File: src/rtl/cmd_frame_manager_pkg.sv
// Shared types and constants for the framed command manager.
package cmd_frame_manager_pkg;

  // Manager FSM states
  typedef enum logic [2:0] {
    StIdle,
    StGetAddr,
    StGetData,
    StMemWait,
    StSendAck,
    StSendNak,
    StTxWait,
    StSendRd
  } cfm_state_e;

  localparam logic [7:0] RspAck   = 8'h06;
  localparam logic [7:0] RspNak   = 8'h15;
  localparam logic [7:0] DefCmdWr = 8'h57;  // 'W'
  localparam logic [7:0] DefCmdRd = 8'h52;  // 'R'

endpackage

File: src/rtl/frame_timeout_counter.sv
// Saturating cycle counter that flags expiry after TimeoutCyc enabled cycles since the last clear.
module frame_timeout_counter #(
  parameter int unsigned TimeoutCyc = 5000000
) (
  input  logic clk_i,
  input  logic rst_ni,
  input  logic clear_i,
  input  logic enable_i,
  output logic expired_o
);

  localparam int unsigned   CntW    = $clog2(TimeoutCyc + 1);
  localparam logic [CntW-1:0] CntMax  = CntW'(TimeoutCyc);
  localparam logic [CntW-1:0] CntLast = CntW'(TimeoutCyc - 1);

  logic [CntW-1:0] cnt_q, cnt_d;

  // Next count: clear has priority, otherwise count up while enabled and saturate
  always_comb begin
    cnt_d = cnt_q;
    if (clear_i) begin
      cnt_d = '0;
    end else if (enable_i && (cnt_q != CntMax)) begin
      cnt_d = cnt_q + CntW'(1);
    end
  end

  // Count register
  always_ff @(posedge clk_i or negedge rst_ni) begin
    if (!rst_ni) begin
      cnt_q <= '0;
    end else begin
      cnt_q <= cnt_d;
    end
  end

  // Flag in the last of TimeoutCyc cycles so the owner leaves the state exactly on time
  assign expired_o = enable_i && (cnt_q >= CntLast);

endmodule

File: src/rtl/cmd_frame_manager.sv
// Parses W/R command frames from the serial receiver, runs one memory request/ack
// transaction and answers with ACK/NAK (plus read data) through the serial transmitter.
module cmd_frame_manager
  import cmd_frame_manager_pkg::*;
#(
  parameter int unsigned AddrBytes  = 1,
  parameter int unsigned DataBytes  = 1,
  parameter int unsigned TimeoutCyc = 5000000,
  parameter logic [7:0]  CmdWr      = DefCmdWr,
  parameter logic [7:0]  CmdRd      = DefCmdRd
) (
  input  logic                   clk_i,
  input  logic                   rst_ni,
  input  logic [7:0]             rx_data_i,
  input  logic                   rx_valid_i,
  output logic [7:0]             tx_data_o,
  output logic                   tx_start_o,
  input  logic                   tx_done_i,
  output logic                   mem_req_o,
  output logic                   mem_we_o,
  output logic [8*AddrBytes-1:0] mem_addr_o,
  output logic [8*DataBytes-1:0] mem_wdata_o,
  input  logic [8*DataBytes-1:0] mem_rdata_i,
  input  logic                   mem_ack_i,
  output logic                   busy_o,
  output logic                   err_o
);

  localparam int unsigned AddrW    = 8 * AddrBytes;
  localparam int unsigned DataW    = 8 * DataBytes;
  localparam logic [1:0]  AddrLast = 2'(AddrBytes - 1);
  localparam logic [1:0]  DataLast = 2'(DataBytes - 1);

  cfm_state_e       state_q, state_d;
  logic             is_wr_q;
  logic             rd_pend_q;   // read data bytes still owed after the ACK
  logic [1:0]       byte_cnt_q;
  logic [AddrW-1:0] addr_q;
  logic [DataW-1:0] wdata_q;
  logic [DataW-1:0] rd_q;
  logic [7:0]       tx_data_q;
  logic             tx_start_q;
  logic             mem_req_q;
  logic             mem_we_q;
  logic             err_q;

  logic cmd_ok;
  logic expired;
  logic tmr_clear;
  logic tmr_en;

  assign cmd_ok = (rx_data_i == CmdWr) || (rx_data_i == CmdRd);

  // Timer restarts on any state change or received byte; only runs where a timeout applies
  assign tmr_clear = rx_valid_i || (state_d != state_q);
  assign tmr_en    = (state_q == StGetAddr) || (state_q == StGetData) || (state_q == StMemWait);

  frame_timeout_counter #(
    .TimeoutCyc (TimeoutCyc)
  ) u_timeout (
    .clk_i     (clk_i),
    .rst_ni    (rst_ni),
    .clear_i   (tmr_clear),
    .enable_i  (tmr_en),
    .expired_o (expired)
  );

  // Next-state decode; expiry is checked before RX so a coinciding byte is dropped
  always_comb begin
    state_d = state_q;
    unique case (state_q)
      StIdle: begin
        if (rx_valid_i) state_d = cmd_ok ? StGetAddr : StSendNak;
      end
      StGetAddr: begin
        if (expired) begin
          state_d = StIdle;
        end else if (rx_valid_i && (byte_cnt_q == AddrLast)) begin
          state_d = is_wr_q ? StGetData : StMemWait;
        end
      end
      StGetData: begin
        if (expired) begin
          state_d = StIdle;
        end else if (rx_valid_i && (byte_cnt_q == DataLast)) begin
          state_d = StMemWait;
        end
      end
      StMemWait: begin
        if (mem_ack_i) begin
          state_d = StSendAck;
        end else if (expired) begin
          state_d = StSendNak;
        end
      end
      StSendAck: state_d = StTxWait;
      StSendNak: state_d = StTxWait;
      StTxWait: begin
        if (tx_done_i) state_d = rd_pend_q ? StSendRd : StIdle;
      end
      StSendRd: state_d = StTxWait;
      default:  state_d = StIdle;
    endcase
  end

  // FSM state, field shift registers and registered outputs
  always_ff @(posedge clk_i or negedge rst_ni) begin
    if (!rst_ni) begin
      state_q    <= StIdle;
      is_wr_q    <= 1'b0;
      rd_pend_q  <= 1'b0;
      byte_cnt_q <= '0;
      addr_q     <= '0;
      wdata_q    <= '0;
      rd_q       <= '0;
      tx_data_q  <= '0;
      tx_start_q <= 1'b0;
      mem_req_q  <= 1'b0;
      mem_we_q   <= 1'b0;
      err_q      <= 1'b0;
    end else begin
      state_q    <= state_d;
      err_q      <= 1'b0;
      tx_start_q <= 1'b0;
      unique case (state_q)
        StIdle: begin
          if (rx_valid_i) begin
            is_wr_q    <= (rx_data_i == CmdWr);
            rd_pend_q  <= 1'b0;
            byte_cnt_q <= '0;
            err_q      <= !cmd_ok;
          end
        end
        StGetAddr: begin
          if (expired) begin
            err_q <= 1'b1;
          end else if (rx_valid_i) begin
            addr_q     <= (addr_q << 8) | AddrW'(rx_data_i);
            byte_cnt_q <= (byte_cnt_q == AddrLast) ? 2'd0 : byte_cnt_q + 2'd1;
          end
        end
        StGetData: begin
          if (expired) begin
            err_q <= 1'b1;
          end else if (rx_valid_i) begin
            wdata_q    <= (wdata_q << 8) | DataW'(rx_data_i);
            byte_cnt_q <= (byte_cnt_q == DataLast) ? 2'd0 : byte_cnt_q + 2'd1;
          end
        end
        StMemWait: begin
          if (mem_ack_i) begin
            if (!is_wr_q) begin
              rd_q       <= mem_rdata_i;
              rd_pend_q  <= 1'b1;
              byte_cnt_q <= '0;
            end
          end else if (expired) begin
            err_q <= 1'b1;
          end
        end
        StSendAck: begin
          tx_data_q  <= RspAck;
          tx_start_q <= 1'b1;
        end
        StSendNak: begin
          tx_data_q  <= RspNak;
          tx_start_q <= 1'b1;
        end
        StSendRd: begin
          tx_data_q  <= rd_q[DataW-1 -: 8];
          tx_start_q <= 1'b1;
          rd_q       <= rd_q << 8;
          if (byte_cnt_q == DataLast) begin
            rd_pend_q <= 1'b0;
          end else begin
            byte_cnt_q <= byte_cnt_q + 2'd1;
          end
        end
        default: ;
      endcase
      // Request is high for exactly the cycles spent in MEM_WAIT
      mem_req_q <= (state_d == StMemWait);
      mem_we_q  <= (state_d == StMemWait) && is_wr_q;
    end
  end

  assign tx_data_o   = tx_data_q;
  assign tx_start_o  = tx_start_q;
  assign mem_req_o   = mem_req_q;
  assign mem_we_o    = mem_we_q;
  assign mem_addr_o  = addr_q;
  assign mem_wdata_o = wdata_q;
  assign busy_o      = (state_q != StIdle);
  assign err_o       = err_q;

endmodule

File: config.mk
export PLATFORM = sky130hd
export DESIGN_NAME = cmd_frame_manager
export DESIGN_NICKNAME = d
export VERILOG_FILES = /design/src/rtl/cmd_frame_manager_pkg.sv /design/src/rtl/frame_timeout_counter.sv /design/src/rtl/cmd_frame_manager.sv
export SDC_FILE = /design/constraint.sdc
export NUM_CORES = 1
export LEC_CHECK = 0
export ABC_AREA = 1
export ABC_CLOCK_PERIOD_IN_PS = 1600
export BUFFER_PORTS_ARGS = -buffer_cell sky130_fd_sc_hd__buf_2
export CAP_MARGIN = 20
export CORE_MARGIN = 8
export CORE_UTILIZATION = 34
export CTS_CLUSTER_SIZE = 14
export DETAILED_ROUTE_END_ITERATION = 10
export GPL_TIMING_DRIVEN = 0
export HOLD_SLACK_MARGIN = 0.02
export PLACE_DENSITY = 0.51
export SYNTH_ARGS = -nofsm -noshare
export SYNTH_HDL_FRONTEND = slang
export SYNTH_SLANG_ARGS = --single-unit
File: constraint.sdc
create_clock -name clk_i -period 1.6 [get_ports clk_i]
set_input_delay 0.16 -clock clk_i [delete_from_list [all_inputs] [get_ports clk_i]]
set_output_delay 0.16 -clock clk_i [all_outputs]
set_load 0.05 [all_outputs]
Yosys cells after proc, flatten, opt, wreduce, memory -nomap -nowiden
Index checks and enable logic that the tools add are counted.
Storage, ports and cells
  register bits after elaboration: 66
  input port bits: 21
  logic and storage cells: 97
Cells by class
  add/sub/neg operators: 2
  order comparisons: 1
  equality and inequality tests: 19
  muxes and demuxes: 36
  bitwise logic cells: 1
  reduce and logical (&&, ||, !) cells: 25
Operators with widths (count)
  two-way mux 23 bit: 2
  two-way mux 3 bit: 10
  one-hot mux 8 bit (3 select lines): 1
  adder 23 x 1 -> 23 bit (second input constant): 1
  greater-or-equal comparator 23 bit (second input constant): 1
  inequality test 23 bit (second input constant): 1
  one-hot mux 3 bit (6 select lines): 1
  equality test 8 x 7 -> 1 bit (second input constant): 2
  two-way mux 8 bit: 2
  one-hot mux 8 bit (2 select lines): 1
  two-way mux 2 bit: 7
  equality test 3 bit (second input constant): 4
  inequality test 2 bit (second input constant): 6
  equality test 3 x 2 -> 1 bit (second input constant): 3
  two-way mux 1 bit: 9
  AND reduction 3 bit: 3
  nonzero test 3 bit: 3
  one-hot mux 2 bit (4 select lines): 1
  AND reduction 7 bit: 1
  one-hot mux 1 bit (3 select lines): 2
  AND reduction 5 bit: 1
  logical AND 1 bit: 4
  logical OR 1 bit: 4
  nonzero test 2 bit: 2
  12 further kinds: 12

Longest topological paths before layout
  depth in word-level cells: 10
  depth in mapped cells: 13
  mapped depth without buffers: 12

By module
Synthesis repeated with hierarchy kept, for this count alone.
Second synthesis, totals
  cells, all modules: 515
  area total of the unflattened synthesis: 3803.6 um2
By module, submodules not included
  cmd_frame_manager: instances 1, cells each 236, area an instance 2047.0 um2
  frame_timeout_counter: instances 1, cells each 279, area an instance 1756.7 um2

Worst setup path before layout
Ideal clock, no wire load.
  path kind: register -> register
  start: register u_timeout.cnt_q[0]
  end: register wdata_q[5], in the netlist mem_wdata_o[5]
  library setup time: 0.127 ns
  arrival time: 1.575 ns
  data required time: 1.473 ns
  slack: -0.102 ns
  cell stages (with the launch flop): 11
  buffers on the path: 1
  clock period less this slack: 1.702 ns
  cell sequence: dfrtp_1 > ha_1 > nand3_1 > nor2_1 > nand3_1 > nand4_2 > nand2_4 > nand4_1 > buf_2 > nand2_1 > o21ai_0
Between the ends
  cells in the longest elaborated chain, start to end: 4
Ends and longest elaborated chain
  start: declaration: line frame_timeout_counter.sv:16  | logic [CntW-1:0] cnt_q, cnt_d;
  start signal: assignment: line frame_timeout_counter.sv:33  | cnt_q <= cnt_d;
  greater-or-equal comparator 23 bit: line frame_timeout_counter.sv:38  | assign expired_o = enable_i && (cnt_q >= CntLast);
  logical AND 1 bit: line frame_timeout_counter.sv:38
  NOT 1 bit (no source line)
  AND reduction 3 bit (no source line)
  end signal: assignment: line cmd_frame_manager.sv:146  | wdata_q <= (wdata_q << 8) | DataW'(rx_data_i);
  end: declaration: line cmd_frame_manager.sv:39  | logic [DataW-1:0] wdata_q;
No other way between the ends.
A chain may end at the register's enable or synchronous reset.

Worst setup path in the final report
  start: register u_timeout.cnt_q[1]
  end: register wdata_q[3], in the netlist mem_wdata_o[3]
Same word-level chain as after synthesis.

==> reports/qor.yml <==
outcome:
  status: "complete, but fails checks"
  failed_checks: "setup timing"
cells_and_area:
  fin_area_mm2: 0.00464
  nFillCells: 1047
  final_common_cell: "nand2_1"
  final_layout_size_suffix_gt1_share_pct: 37.9
  nets: 535
  area_delta_synth_final_pct: 28.3
  n_antenna_cell: 0
  layout_common_cells: "nand2_1 (78), dfrtp_1 (57), buf_2 (49), inv_1 (46), nor2_1 (27)"
  multi_input_area_mm2: 0.00184
  area.sequential_mm2: 0.00166
floorplan:
  fp-row-count: 37
  chipHeight_um: 119
  initial_utilization_pct: 35.0
  pin_count: 50
  core_area_mm2: 0.0103
  die-area_mm2: 0.0142
  die_x_um: 119
min_path:
  hold_class: "in -> reg"
place:
  gp_congestion: 0.822
  dp_hpwl_um: 6250
  port_buffers: 49
  pre_cts_slack_ns: -0.383
  dpl-instance-area_mm2: 0.00406
power:
  power_density_mw_per_mm2: 1760
  irDropWorstVdd_mv: 0.966
  p_leak_uw: 0.00214
clock_tree:
  cts.reportedPaths.clkPinSlew_ns: 0.08
  insertion_delay_ns: 0.34
  clock-sinks: 66
  htreeDepth: 3
  cts_buffers: 9
  cts_root_buffer: "clkbuf_8"
  cts_buffer_depth: 2
  cts_tree: "built"
synthesis:
  ys_ff_latch: 66
  synth_xor_area_share_pct: 4.12
  synth.area.top_cells: "dfrtp_1 (46%), nand2_1 (8.5%), nor3_2 (6.1%), o21ai_0 (5.5%), inv_1 (5.3%)"
  yosysTopAreaCell: "dfrtp_1"
  synth-edff-count: 0
  synth-async-reset-ratio_pct: 100
  synth_flop_cell: "dfrtp_1"
  yosys.area_share.simple_pct: 31.8
  synth-compound-area-share_pct: 9.20
  synth_top_family_by_area: "simple AND/OR/NAND/NOR gates"
  synth_top_area_share_pct: 45.7
  synth_area_mm2: 0.00362
  synthAdderAreaFrac_pct: 1.38
  postSynthCellCount: 425
  ys_seq_area_share_pct: 45.7
  synth.avg_cell_area_um2: 8.51
  ys_warn_count: 0
  syn_nets: 450
  yosys-mux-area-fraction_pct: 0
  synth_cell_types: 36
timing:
  layout_setup_ws_ns: -0.309
  slew_violations: 0
  finalSetupViolations: 44
  hold_violations: 0
  period_needed_ns: 1.91
  period_share_pct: 119
  max_clock_freq_mhz: 524
  finClkSkew_ns: 0.00760
  slew_headroom_pct: 42.7
  tightestPinTransition_ns: 0.860
  rsz0062_at_grt: "yes"
  hold_slack_ns: 0.0444
drt:
  wl_per_cell_um: 13.9
  routed_wl_um: 9040
  ant_nets: 0
  drcViolationCount: 0
  via_per_inst: 4.68
  drt_iter0_markers: 140
  dr_total_vias: 3047
  first_pass_iters: 4
global_routing:
  grt_pass1_vias: 3228
  top_usage_layer: "met2"
  grt_max_degree: 67
  grt_use_met2_pct: 22.2
  grt_overflow: 0
  antenna_found_initial: 0
  grt.met3_usage_pct: 3.78
  grt_use_met1_pct: 16.1
  grt_pass1_wl_um: 15400
  grt_use_total_pct: 13.2
setup_path:
  required_ns: 1.83
  crit_type: "reg -> reg"
  cp_slowest_stage_delay_ns: 0.42
  crit_arrival_ns: 2.14
  critical_path_buf_inv_count: 3
  end_kind: "flip-flop"
  cpLargestDelayFamily: "simple AND/OR/NAND/NOR gates"
  path_cells: "buf_6 > nand2_4 > nor2_4 > nand2_2 > nand2_2 > nand3_2 > nand4_4 > nand2_4 > buf_4 > nand4_1 > buf_4 > nand2_1 > o21ai_1"
  critPathSlowestCell: "dfrtp_1"
  crit_fanout: 4
  cp-start-kind: "flip-flop"
job:
  cap_violations: 0
[flip-flops by register name (all words and copies together) (netlist names)]
name	cells
byte_cnt_q	2
err_o	1
is_wr_q	1
mem_addr_o	8
mem_req_o	1
mem_wdata_o	8
mem_we_o	1
rd_pend_q	1
rd_q	8
state_q	3
tx_data_o	8
tx_start_o	1
u_timeout.cnt_q	23
[cells in the mapped netlist (all sizes together) (2+ instances only)]
| cell | instances |
|---|---|
| nand3b | 2 |
| xor2 | 14 |
| clkbuf | 2 |
| inv | 54 |
| a31oi | 2 |
| nor3 | 29 |
| ha | 4 |
| xnor2 | 3 |
| nand4 | 11 |
| nor2 | 49 |
| nand2 | 94 |
| nand3 | 30 |
| a21oi | 9 |
| o22ai | 2 |
| o21ai | 41 |
| buf | 9 |
| dfrtp | 66 |
[worst paths after layout]
check	start	to	slack [ns]	depth (start not counted)
worst max-delay path	u_timeout.cnt_q[1]	mem_wdata_o[3]	-0.31	13
worst min-delay path	mem_rdata_i[0]	rd_q[0]	0.04	3
worst max register to register	u_timeout.cnt_q[1]	mem_wdata_o[3]	-0.31	13
worst min register to register	tx_data_o[3]	tx_data_o[3]	0.49	2
max in group asynchronous	rst_ni	u_timeout.cnt_q[2]	0.52	2
min in group asynchronous	rst_ni	u_timeout.cnt_q[8]	0.47	2
[what timing repair did]
action,4_1_cts,5_1_grt
cloned,3,0
setup endpoints to repair,55,62
gates resized for setup,34,32
pin swaps,8,5
hold buffers,1,0
setup buffers,17,4
endpoints found under the hold margin,66,0
[final cells by class]
| class | instances | area share, % |
|---|---|---|
| clock buffers | 9 | 2.67 |
| repair buffers | 74 | 9.54 |
| clock inverters | 7 | 1.64 |
| multi-input cells | 294 | 39.6 |
| plain buffers | 11 | 2.67 |
| inverters | 54 | 4.37 |
| flip-flops and latches | 66 | 35.8 |
| well taps | 136 | 3.67 |
[worst register-to-register path, cell delays in order (launching register included)]
cell and delay, ns:
dfrtp_1 0.42, buf_6 0.14, nand2_4 0.06, nor2_4 0.05, nand2_2 0.08, nand2_2 0.05
nand3_2 0.07, nand4_4 0.12, nand2_4 0.13, buf_4 0.14, nand4_1 0.20, buf_4 0.24
nand2_1 0.05, o21ai_1 0.06
[kinds of logic (layout without fill, tap and decap cells)]
logic type | Yosys count | after routing
compound gates | 58 | 58
xor+xnor | 17 | 17
fa+ha+maj | 4 | 4
buf+inv | 65 | 155
flops | 66 | 66
simple gates | 215 | 215
[power by group]
group	leakage, uW	switching (uW)	total, uW	internal [uW]
combinational	0.00118	3020	4320	1300
sequential	0.000864	270	2400	2130
clock	0.0000962	731	1460	731
total	0.00214	4020	8180	4160
[metal layers]
layer,routed length [um],vias up
li1,-,1552
met3,303,6
met2,4460,38
met1,4180,1451
met5,0,-
met4,87,0
[metrics by stage]
step / cells / util [%] / power, uW / TNS [ns]
floorplan: 425 / - / 5340 / -0.977
global placement: 610 / 39.3 / 6260 / -11.93
detailed placement: 610 / 39.3 / 6280 / -11.66
CTS: 647 / 43.9 / 8120 / -9.70
global route: 651 / 45.0 / 8730 / -16.58
finish: 651 / 45.0 / 8180 / -9.89
Power figures use the tool's default switching activity.
